## config.mk

```make
export PLATFORM = sky130hd
export DESIGN_NAME = pipeline_hazard_ctrl
export DESIGN_NICKNAME = d
export VERILOG_FILES = /design/src/rtl/pipeline_hazard_ctrl.sv
export SDC_FILE = /design/constraint.sdc
export NUM_CORES = 1
export LEC_CHECK = 0
export ABC_AREA = 0
export CORE_MARGIN = 3
export CORE_UTILIZATION = 25
export CTS_BUF_LIST = sky130_fd_sc_hd__clkbuf_8
export CTS_CLUSTER_DIAMETER = 30
export DETAILED_ROUTE_END_ITERATION = 8
export DONT_BUFFER_PORTS = 1
export PLACE_DENSITY = 0.48
export SETUP_SLACK_MARGIN = 0.15
export SYNTH_ARGS = -nofsm -noshare
export SYNTH_HDL_FRONTEND = slang
export SYNTH_SLANG_ARGS = --single-unit
```

## constraint.sdc

```tcl
create_clock -name clk -period 4.99 [get_ports clk]
set_clock_uncertainty 0.2 [all_clocks]
set_input_delay 1.497 -clock clk [delete_from_list [all_inputs] [get_ports clk]]
set_output_delay 1.497 -clock clk [all_outputs]
set_load 0.005 [all_outputs]
```

## src/rtl/pipeline_hazard_ctrl.sv

```systemverilog
// Hazard and sequencing controller for the 5-stage integer pipeline: load-use bubbles,
// multi-cycle divider handshake, taken-branch flush and EX operand forwarding selects.
module pipeline_hazard_ctrl #(
    parameter int unsigned DIV_TIMEOUT = 64,
    parameter int unsigned CNT_W       = 16
) (
    input  logic             clk,
    input  logic             reset,
    input  logic [4:0]       id_rs1_addr,
    input  logic [4:0]       id_rs2_addr,
    input  logic             id_uses_rs1,
    input  logic             id_uses_rs2,
    input  logic [4:0]       ex_rs1_addr,
    input  logic [4:0]       ex_rs2_addr,
    input  logic [4:0]       ex_rd_addr,
    input  logic             ex_is_load,
    input  logic             ex_div_instr,
    input  logic             ex_branch_taken,
    input  logic             div_busy,
    input  logic [4:0]       mem_rd_addr,
    input  logic             mem_reg_write,
    input  logic [4:0]       wb_rd_addr,
    input  logic             wb_reg_write,
    output logic             stall_if,
    output logic             stall_id,
    output logic             stall_ex,
    output logic             bubble_ex,
    output logic             flush_id,
    output logic             div_start,
    output logic [1:0]       fwd_a_sel,
    output logic [1:0]       fwd_b_sel,
    output logic [CNT_W-1:0] stall_count
);

    localparam int unsigned   TO_W    = (DIV_TIMEOUT > 1) ? $clog2(DIV_TIMEOUT) : 1;
    localparam logic [TO_W-1:0] TO_LAST = TO_W'(DIV_TIMEOUT - 1);

    typedef enum logic [1:0] {StRun, StDivWait, StDivDone} state_e;

    state_e           state_q, state_d;
    logic [TO_W-1:0]  to_q, to_d;
    logic             busy_seen_q, busy_seen_d;
    logic [CNT_W-1:0] stall_count_q;
    logic             load_use;

    function automatic logic [1:0] fwd_sel(input logic [4:0] rs,
                                           input logic [4:0] mem_rd, input logic mem_we,
                                           input logic [4:0] wb_rd, input logic wb_we);
        logic [1:0] sel;
        sel = 2'b00;
        if (rs != 5'd0 && mem_we && mem_rd == rs) begin
            sel = 2'b01;
        end else if (rs != 5'd0 && wb_we && wb_rd == rs) begin
            sel = 2'b10;
        end
        return sel;
    endfunction

    always_comb begin
        load_use = ex_is_load && (ex_rd_addr != 5'd0) &&
                   ((id_uses_rs1 && id_rs1_addr == ex_rd_addr) ||
                    (id_uses_rs2 && id_rs2_addr == ex_rd_addr));
    end

    always_comb begin
        state_d     = state_q;
        to_d        = to_q;
        busy_seen_d = busy_seen_q;
        stall_if    = 1'b0;
        stall_id    = 1'b0;
        stall_ex    = 1'b0;
        bubble_ex   = 1'b0;
        flush_id    = 1'b0;
        div_start   = 1'b0;
        fwd_a_sel   = fwd_sel(ex_rs1_addr, mem_rd_addr, mem_reg_write, wb_rd_addr, wb_reg_write);
        fwd_b_sel   = fwd_sel(ex_rs2_addr, mem_rd_addr, mem_reg_write, wb_rd_addr, wb_reg_write);

        unique case (state_q)
            StRun: begin
                if (ex_branch_taken) begin
                    flush_id  = 1'b1;
                    bubble_ex = 1'b1;
                end else if (ex_div_instr) begin
                    div_start   = 1'b1;
                    stall_if    = 1'b1;
                    stall_id    = 1'b1;
                    stall_ex    = 1'b1;
                    state_d     = StDivWait;
                    to_d        = '0;
                    busy_seen_d = 1'b0;
                end else if (load_use) begin
                    stall_if  = 1'b1;
                    stall_id  = 1'b1;
                    bubble_ex = 1'b1;
                end
            end
            StDivWait: begin
                stall_if = 1'b1;
                stall_id = 1'b1;
                stall_ex = 1'b1;
                // Done once busy has gone high and come back low; timeout is a safety net.
                if ((busy_seen_q && !div_busy) || to_q == TO_LAST) begin
                    state_d = StDivDone;
                end else begin
                    to_d = to_q + TO_W'(1);
                    if (div_busy) begin
                        busy_seen_d = 1'b1;
                    end
                end
            end
            StDivDone: begin
                if (ex_branch_taken) begin
                    flush_id  = 1'b1;
                    bubble_ex = 1'b1;
                end
                state_d = StRun;
            end
            default: begin
                state_d = StRun;
            end
        endcase

        if (reset) begin
            stall_if  = 1'b0;
            stall_id  = 1'b0;
            stall_ex  = 1'b0;
            bubble_ex = 1'b0;
            flush_id  = 1'b0;
            div_start = 1'b0;
            fwd_a_sel = 2'b00;
            fwd_b_sel = 2'b00;
        end
    end

    always_ff @(posedge clk) begin
        if (reset) begin
            state_q     <= StRun;
            to_q        <= '0;
            busy_seen_q <= 1'b0;
        end else begin
            state_q     <= state_d;
            to_q        <= to_d;
            busy_seen_q <= busy_seen_d;
        end
    end

    always_ff @(posedge clk) begin
        if (reset) begin
            stall_count_q <= '0;
        end else if (stall_if && stall_count_q != '1) begin
            stall_count_q <= stall_count_q + CNT_W'(1);
        end
    end

    assign stall_count = stall_count_q;

endmodule

```

After elaboration in Yosys (flattened, before gate mapping) --
Cells that the tools add are included.
Storage, ports and cells: flip-flop bits (word level) 25, input bits 45, output and inout port bits 26, logic and storage cells 84
Cells by class: add/sub/neg operators 2, eq/ne operators 15, mux-type cells 37, reduce and logical (&&, ||, !) cells 26
Operators with widths (number):
- equality test 5 bit | 6
- 2-to-1 mux 1 bit | 19
- 2-to-1 mux 2 bit | 9
- 2-to-1 mux 6 bit | 3
- adder 16 x 1 -> 16 bit, second input constant | 1
- != test 16 bit, second input constant | 1
- nonzero test 5 bit | 3
- logical AND 1 bit | 14
- one-hot mux 6 bit (2 select lines) | 1
- != test 2 bit, second input constant | 5
- one-hot mux 1 bit (2 select lines) | 4
- adder 6 x 1 -> 6 bit, second input constant | 1
- equality test 6 bit, second input constant | 1
- AND reduction 5 bit | 1
- one-hot mux 2 bit (2 select lines) | 1
- AND reduction 4 bit | 1
- AND reduction 3 bit | 1
- equality test 2 x 1 -> 1 bit, second input constant | 1
- equality test 2 bit, second input constant | 1
- zero test 2 bit | 1
- logical OR 1 bit | 2
- nonzero test 2 bit | 1
- OR reduction 2 bit | 1
- zero test 1 bit | 1

Longest topological paths before layout --
Gate-level depths: netlist of the first run.
depth in word-level cells 10, gate-level depth with buffers 7, depth with buffers taken out 7

Least setup slack after synthesis of the first run --
Ideal clock, no wire load.
path kind input to output, start point in ex_rd_addr[1], end point out stall_if, arrival 2.827 ns, required time 3.293 ns, slack 0.466 ns, cell stages on the path 7, buffers on the path 2, cell sequence or4_1 -> o211ai_2 -> nor2_1 -> a21oi_4 -> buf_2 -> inv_1 -> buf_4
Between the ends: longest elaborated chain between the ends 9, elaborated cells between the ends (all ways) 13, classes of those cells eq/ne (2); mux (5); reduce/logical (6)
Ends and longest elaborated chain:
- start, declared | line 15 | input logic [4:0] ex_rd_addr,
- equality test 5 bit, on equally long branches | line 61, 62
- logical AND 1 bit, on equally long branches | line 61, 62
- logical OR 1 bit | line 61 | ((id_uses_rs1 && id_rs1_addr == ex_rd_addr) ||
- logical AND 1 bit * | line 60 | load_use = ex_is_load && (ex_rd_addr != 5'd0) &&
- 2-to-1 mux 1 bit * (3 in a row)
- one-hot mux 1 bit (2 select lines) *
- 2-to-1 mux 1 bit *
- end, declared | line 24 | output logic stall_if,
Every way passes the cells marked *; elsewhere a longest branch is shown, timed or not.

Worst setup path in the final report of the first run --
start point in ex_rs1_addr[1], end point out fwd_a_sel[1]
Between the ends: longest elaborated chain between the ends 6, elaborated cells between the ends (all ways) 10, classes of those cells eq/ne (2); mux (3); reduce/logical (5)
Ends and longest elaborated chain:
- start, declared | line 13 | input logic [4:0] ex_rs1_addr,
- nonzero test 5 bit | line 51, 53
- logical AND 1 bit (2 in a row) | line 53 | end else if (rs != 5'd0 && wb_we && wb_rd == rs) begin
- 2-to-1 mux 2 bit | line 53
- 2-to-1 mux 2 bit * | line 51 | if (rs != 5'd0 && mem_we && mem_rd == rs) begin
- 2-to-1 mux 2 bit * | line 123 | if (reset) begin
- end, declared | line 30 | output logic [1:0] fwd_a_sel,
Marks and branches as above.

==> results of run 1 <==
[report_power, final]
group	total, mW	internal (mW)	switching, mW
Combinational	0.0538	0.0282	0.0256
Clock	0.120	0.0551	0.0646
Sequential	0.206	0.202	0.00385
[routing by layer]
layer | global-route usage [%] | part of all wire [%] | routed length (um) | up-vias
li1 | - | - | - | 760
met4 | 3.43 | 1.2 | 53 | 0
met5 | 0 | 0 | 0 | -
met1 | 11.1 | 42 | 1800 | 702
met2 | 20.2 | 47 | 2050 | 64
met3 | 3.35 | 9.8 | 424 | 4
[worst max-delay path, stage by stage]
cell    delay, ps
or4_1         520
nor2_1        130
nor4_1         80
nor4_1        360
[cell usage after synthesis (2+ instances only)]
cell | instances | share of area (%)
clkbuf_1 | 2 | 0.44
a21o_1 | 2 | 0.88
and3_1 | 6 | 2.2
a21oi_1 | 15 | 4.4
buf_2 | 2 | 0.59
o21ai_1 | 3 | 0.88
nand4_1 | 13 | 4.8
or4_1 | 8 | 3.5
o21ai_0 | 7 | 2.1
nor2_1 | 14 | 3.1
nor4_1 | 5 | 1.8
dfxtp_1 | 25 | 29
inv_1 | 7 | 1.5
ha_1 | 2 | 1.5
xor2_1 | 9 | 4.6
nand2_1 | 14 | 3.1
and2_1 | 3 | 1.1
o31ai_1 | 4 | 1.8
nand3_1 | 8 | 2.4
or3_1 | 9 | 3.3
xnor2_1 | 26 | 13
nor3b_1 | 2 | 0.88
nor3_1 | 3 | 0.88
nor2b_1 | 3 | 1.1
[worst paths after layout]
path | slack (ps) | to | startpoint | cells past startpoint
worst max-delay path | 710 | fwd_a_sel[1] | ex_rs1_addr[1] | 4
worst min-delay path | 290 | busy_seen_q | busy_seen_q | 2
worst max register to register | 2690 | stall_count[11] | stall_count[0] | 6
worst min register to register | 290 | busy_seen_q | busy_seen_q | 2
[flip-flops by register name, summed over array words and instances, names as in the netlist]
signal / cells
to_q: 6
stall_count: 16
busy_seen_q: 1
state_q: 2
[per-stage QoR]
| stage | cells | setup WS [ps] |
|---|---|---|
| floorplan | 210 | 466 |
| global placement | 282 | 701 |
| detailed placement | 282 | 697 |
| CTS | 286 | 697 |
| global route | 286 | 606 |
| finish | 286 | 708 |
[area by class of cell]
type                            count  area (um2)  share of cell area, %
Sequential cell                    25         500                   27.6
Clock inverter                      1        3.75                  0.207
Tap cell                           77        96.3                   5.32
Timing Repair Buffer                1        7.51                  0.415
Inverter                            7        26.3                   1.45
Clock buffer                        3        41.3                   2.28
Multi-Input combinational cell    172        1130                   62.7
[cells by family (layout without fill, tap and decap cells)]
group	count (synthesis)	count (layout)	synth area share, %
AO/OA/AOI/OAI	41	41	16.1
XOR/XNOR	35	35	18.1
adder cells (fa/ha/maj)	2	2	1.47
buffers and inverters	13	12	3.69
flip-flops	25	25	29.5
multiplexers	1	1	0.884
AND/OR/NAND/NOR	93	93	30.4
==> flow_summary.ini, run 1 <==
[cts]
clock_latency_ps = 270
postCtsHoldBufs = 0
tritoncts_clock_tree = yes
cts_made_buffers = 3
cts_max_level = 1
post-cts-setup-buffer-count = 0
postCtsResizedCells = 0
clock-root-buffer = clkbuf_8
cts_clk_pin_slew_worst_paths_ps = 80
clock_path_buffers = 2
cts_sinks = 25

[yosys]
synth.ff_latch_count = 25
post_synth_instance_area_um2 = 1700
synth_cells = 210
ys_seq_area_share_pct = 29.5
yosys_warnings = 0
synth-edff-count = 0
post_synth.cell_area_avg_um2 = 8.09
ys.flop_type = dfxtp_1
synth_cell_types = 42
synthArstFlopShare_pct = 0
synthesis.nets = 257

[setup_path]
timing_worst_setup_path_type = in2out
arrival_ps = 2590
crit_path_start_kind = primary input
cp_max_fo = 3
crit_required_ps = 3290
cp-end-kind = output pin

[routing]
drt-total-wl_mm = 4.33
final_antenna_net_count = 0
detailroute.via_count = 1530
route.detailed.wl_per_inst_um = 15.1
remaining_drc_errors = 0
first_pass_iters = 4
detail_route.iter0.violations = 76
route.detailed.vias_per_inst = 5.35

[floorplanning]
placementRows = 29
die_w_um = 88.4
chipHeight_um = 88.4
initial_core_util_pct = 26.3
ioPinCount = 71
fp.coreArea_um2 = 6460
design.die.area_um2 = 7820

[run]
max_cap_violations = 0

[sta]
rsz0062_at_grt = no
max_slew.worst_pin.slew_ps = 485
fmax_mhz = 234
timing.final.max_slew_violations = 0
final_layout_setup_total_negative_slack_ps = 0
final.min_clock_period_ps = 4280
timing_hold_violations_final = 0
final.period_utilization_pct = 85.8
final.hold.worst_slack_ps = 286
max_slew_margin_pct = 67.4
setup_viol = 0

[cells_and_area]
antennaDiodeCount = 0
final_cell_area_um2 = 1810
area.growth.synth_to_final_pct = 6.63
fillers = 707
mostFrequentLayoutCell = xnor2_1
finalNetCount = 257
final_cell_mix = 26 x xnor2_1, 25 x dfxtp_1, 15 x a21oi_1
layout.core_utilization_pct = 28.0
drive_gt1_share_pct = 4.78

[power]
power.total_uw = 380
cellPowerDensity_nw_per_um2 = 210
irDropWorstVdd_uv = 82.1
cellLeakagePower_nw = 0.561

[global_route]
grt_first_pass_wirelength_mm = 6.63
vias_in_the_first_global_route = 1545
grt_max_degree = 32
antenna_violations_before_repair = 0
grt_overflow = 0
grt_util_all_layers_pct = 10.7

[placement]
globalplace.congestion = 0.782
port_buffers = 0
place.detailed.hpwl_mm = 3.42
post_dp_cell_area_um2 = 1770

[min_path]
hold_class = reg2reg

[status]
status = finished clean
(Power assumes the default switching activity.)
==> inputs of run 2 (changes only) <==
--- a/config.mk
+++ b/config.mk
@@ -6,12 +6,15 @@
 export NUM_CORES = 1
 export LEC_CHECK = 0
 export ABC_AREA = 0
+export ABC_CLOCK_PERIOD_IN_PS = 4990
+export CAP_MARGIN = 40
 export CORE_MARGIN = 3
 export CORE_UTILIZATION = 25
 export CTS_BUF_LIST = sky130_fd_sc_hd__clkbuf_8
 export CTS_CLUSTER_DIAMETER = 30
 export DETAILED_ROUTE_END_ITERATION = 8
 export DONT_BUFFER_PORTS = 1
+export GPL_ROUTABILITY_DRIVEN = 1
 export PLACE_DENSITY = 0.48
 export SETUP_SLACK_MARGIN = 0.15
 export SYNTH_ARGS = -nofsm -noshare
==> results of run 2 <==
No change in the layout: final DEF, timing and power equal those of run 1.
==> inputs of run 3 (changes only) <==
--- a/config.mk
+++ b/config.mk
@@ -9,13 +9,13 @@
 export ABC_CLOCK_PERIOD_IN_PS = 4990
 export CAP_MARGIN = 40
 export CORE_MARGIN = 3
-export CORE_UTILIZATION = 25
+export CORE_UTILIZATION = 60
 export CTS_BUF_LIST = sky130_fd_sc_hd__clkbuf_8
 export CTS_CLUSTER_DIAMETER = 30
 export DETAILED_ROUTE_END_ITERATION = 8
 export DONT_BUFFER_PORTS = 1
 export GPL_ROUTABILITY_DRIVEN = 1
-export PLACE_DENSITY = 0.48
+export PLACE_DENSITY = 0.86
 export SETUP_SLACK_MARGIN = 0.15
 export SYNTH_ARGS = -nofsm -noshare
 export SYNTH_HDL_FRONTEND = slang
==> run 3 against run 2 <==
  * Setup slack better by 5.4 ps
  * Die area decreased by 55%
  * Wire length fell by 9.1%
  * Clock power increased by 5%
  * First-iteration DRC count down 18%
  * Clock-buffer cell count stayed put
  * Register-to-register slack is essentially flat
  * Power increased by 1.6%
  * Hold slack got worse by 1.6 ps
  * Highest routed layer unchanged
==> flow_summary.ini, run 3 (synthesis gave the netlist of run 1 again) <==
[power]
power.clock.fraction_pct = 32.6
irDropWorstVdd_uv = 146
power.net_switching_uw = 98.4
p_int_uw = 287
cellLeakagePower_nw = 0.556
combinationalPowerShare_pct = 14.0
power.total_uw = 386
cellPowerDensity_nw_per_um2 = 220
share_seq_of_total_power_pct = 53.5
switching_share_pct = 25.5

[cts]
clock_latency_ps = 280
cts_max_level = 1
cts_made_buffers = 3
postCtsResizedCells = 0
clock_path_buffers = 2
cts_sinks = 25
post-cts-setup-buffer-count = 0
tritoncts_clock_tree = yes
postCtsHoldBufs = 0
cts_clk_pin_slew_worst_paths_ps = 80
clock-root-buffer = clkbuf_8

[cells_and_area]
drive_gt1_share_pct = 5.26
area.growth.synth_to_final_pct = 3.39
finalNetCount = 257
multiInputGateArea_um2 = 1130
finalNonFillerCells = 239
mostFrequentLayoutCell = xnor2_1
final_cell_mix = 26 x xnor2_1, 25 x dfxtp_1, 15 x a21oi_1
largest_register_ff_count = 16
fillers = 200
layout.core_utilization_pct = 67.8
storage_cell_area_um2 = 500
antennaDiodeCount = 0

[sta]
setup_slack_ps = 713
rsz0062_at_grt = no
max_slew.worst_pin.slew_ps = 474
timing_hold_violations_final = 0
timing.final.max_slew_violations = 0
final.period_utilization_pct = 85.7
final.min_clock_period_ps = 4280
final_layout_setup_total_negative_slack_ps = 0
setup_viol = 0
fmax_mhz = 234
max_slew_margin_pct = 68.2

[min_path]
hold_class = reg2reg
hold_path.startpoint = busy_seen_q

[setup_path]
arrival_ps = 2580
cp_max_fo = 3
r2r_worst_path_depth = 6
crit_required_ps = 3290
worst_r2r_endpoint = stall_count[11]
rr_startpoint = stall_count[0]
r2r_setup_slack_ps = 2690
cp-end-kind = output pin
timing_worst_setup_path_type = in2out
critPathCapture = fwd_b_sel[1]
crit_path_start_kind = primary input
setup.worst_path.start = ex_rs2_addr[1]

[placement]
globalplace.congestion = 0.834
port_buffers = 0
place_ws_ps = 708
place.detailed.hpwl_mm = 3.16
dp_cells = 235

[global_route]
antenna_violations_before_repair = 0
grt_max_degree = 32
grt_overflow = 0
grt_util_all_layers_pct = 23.8
grt_first_pass_wirelength_mm = 6.44
vias_in_the_first_global_route = 1595

[status]
status = finished clean

[routing]
route.detailed.wl_per_inst_um = 16.5
drt-total-wl_mm = 3.94
first_pass_iters = 4
remaining_drc_errors = 0
detailroute.via_count = 1559
detail_route.iter0.violations = 62
route.detailed.vias_per_inst = 6.52
final_antenna_net_count = 0

[run]
max_cap_violations = 0

[floorplanning]
initial_core_util_pct = 65.6
chipHeight_um = 59.2
ioPinCount = 71
die_w_um = 59.2
fp.coreArea_um2 = 2590
placementRows = 18
design.die.area_um2 = 3500
[run 3: changes by cell type in the layout (fill, tap and decap cells not counted)]
cell | previous run | this run
clkinvlp_4 | 0 | 1
inv_1 | 8 | 7
[run 3: layout make-up]
class	instances	area share [%]
multi-input combinational	172	64.6
tap	30	2.14
inverter	7	1.50
timing repair buffer	1	0.428
sequential	25	28.5
clock buffer	3	2.35
clock inverter	1	0.428
[run 3: metal layers]
metal | global-route usage [%] | routed length, um
met1 | 25.6 | 1520
met2 | 41.5 | 1900
met3 | 7.19 | 412
met4 | 12.0 | 95
met5 | 0 | 0
[run 3: power groups by stage]
stage | combinational, mW | sequential (mW) | clock (mW)
after CTS | 0.0541 | 0.206 | 0.127
after floorplan | 0.0501 | 0.210 | 0
after detailed placement | 0.0537 | 0.211 | 0
after global placement | 0.0513 | 0.211 | 0
final | 0.0539 | 0.206 | 0.126
after global routing | 0.0603 | 0.207 | 0.139
[run 3: worst min-delay path by stage]
stage             endpoint  slack [ps]  depth (start not counted)
2_1_floorplan  busy_seen_q         250                          2
3_3_place_gp   busy_seen_q         270                          2
3_5_place_dp   busy_seen_q         270                          2
4_1_cts        busy_seen_q         280                          2
5_1_grt        busy_seen_q         300                          2
6_report       busy_seen_q         280                          2
[run 3: per-stage QoR]
step                hold slack [ps]  area, um2
detailed placement              268       1710
CTS                             284       1760
floorplan                       249       1700
finish                          284       1760
global route                    303       1760
global placement                266       1710
[run 3: critical path, stage by stage]
cell and delay, ps:
or4_1 500, nor2_1 150, nor4_1 90, nor4_1 350
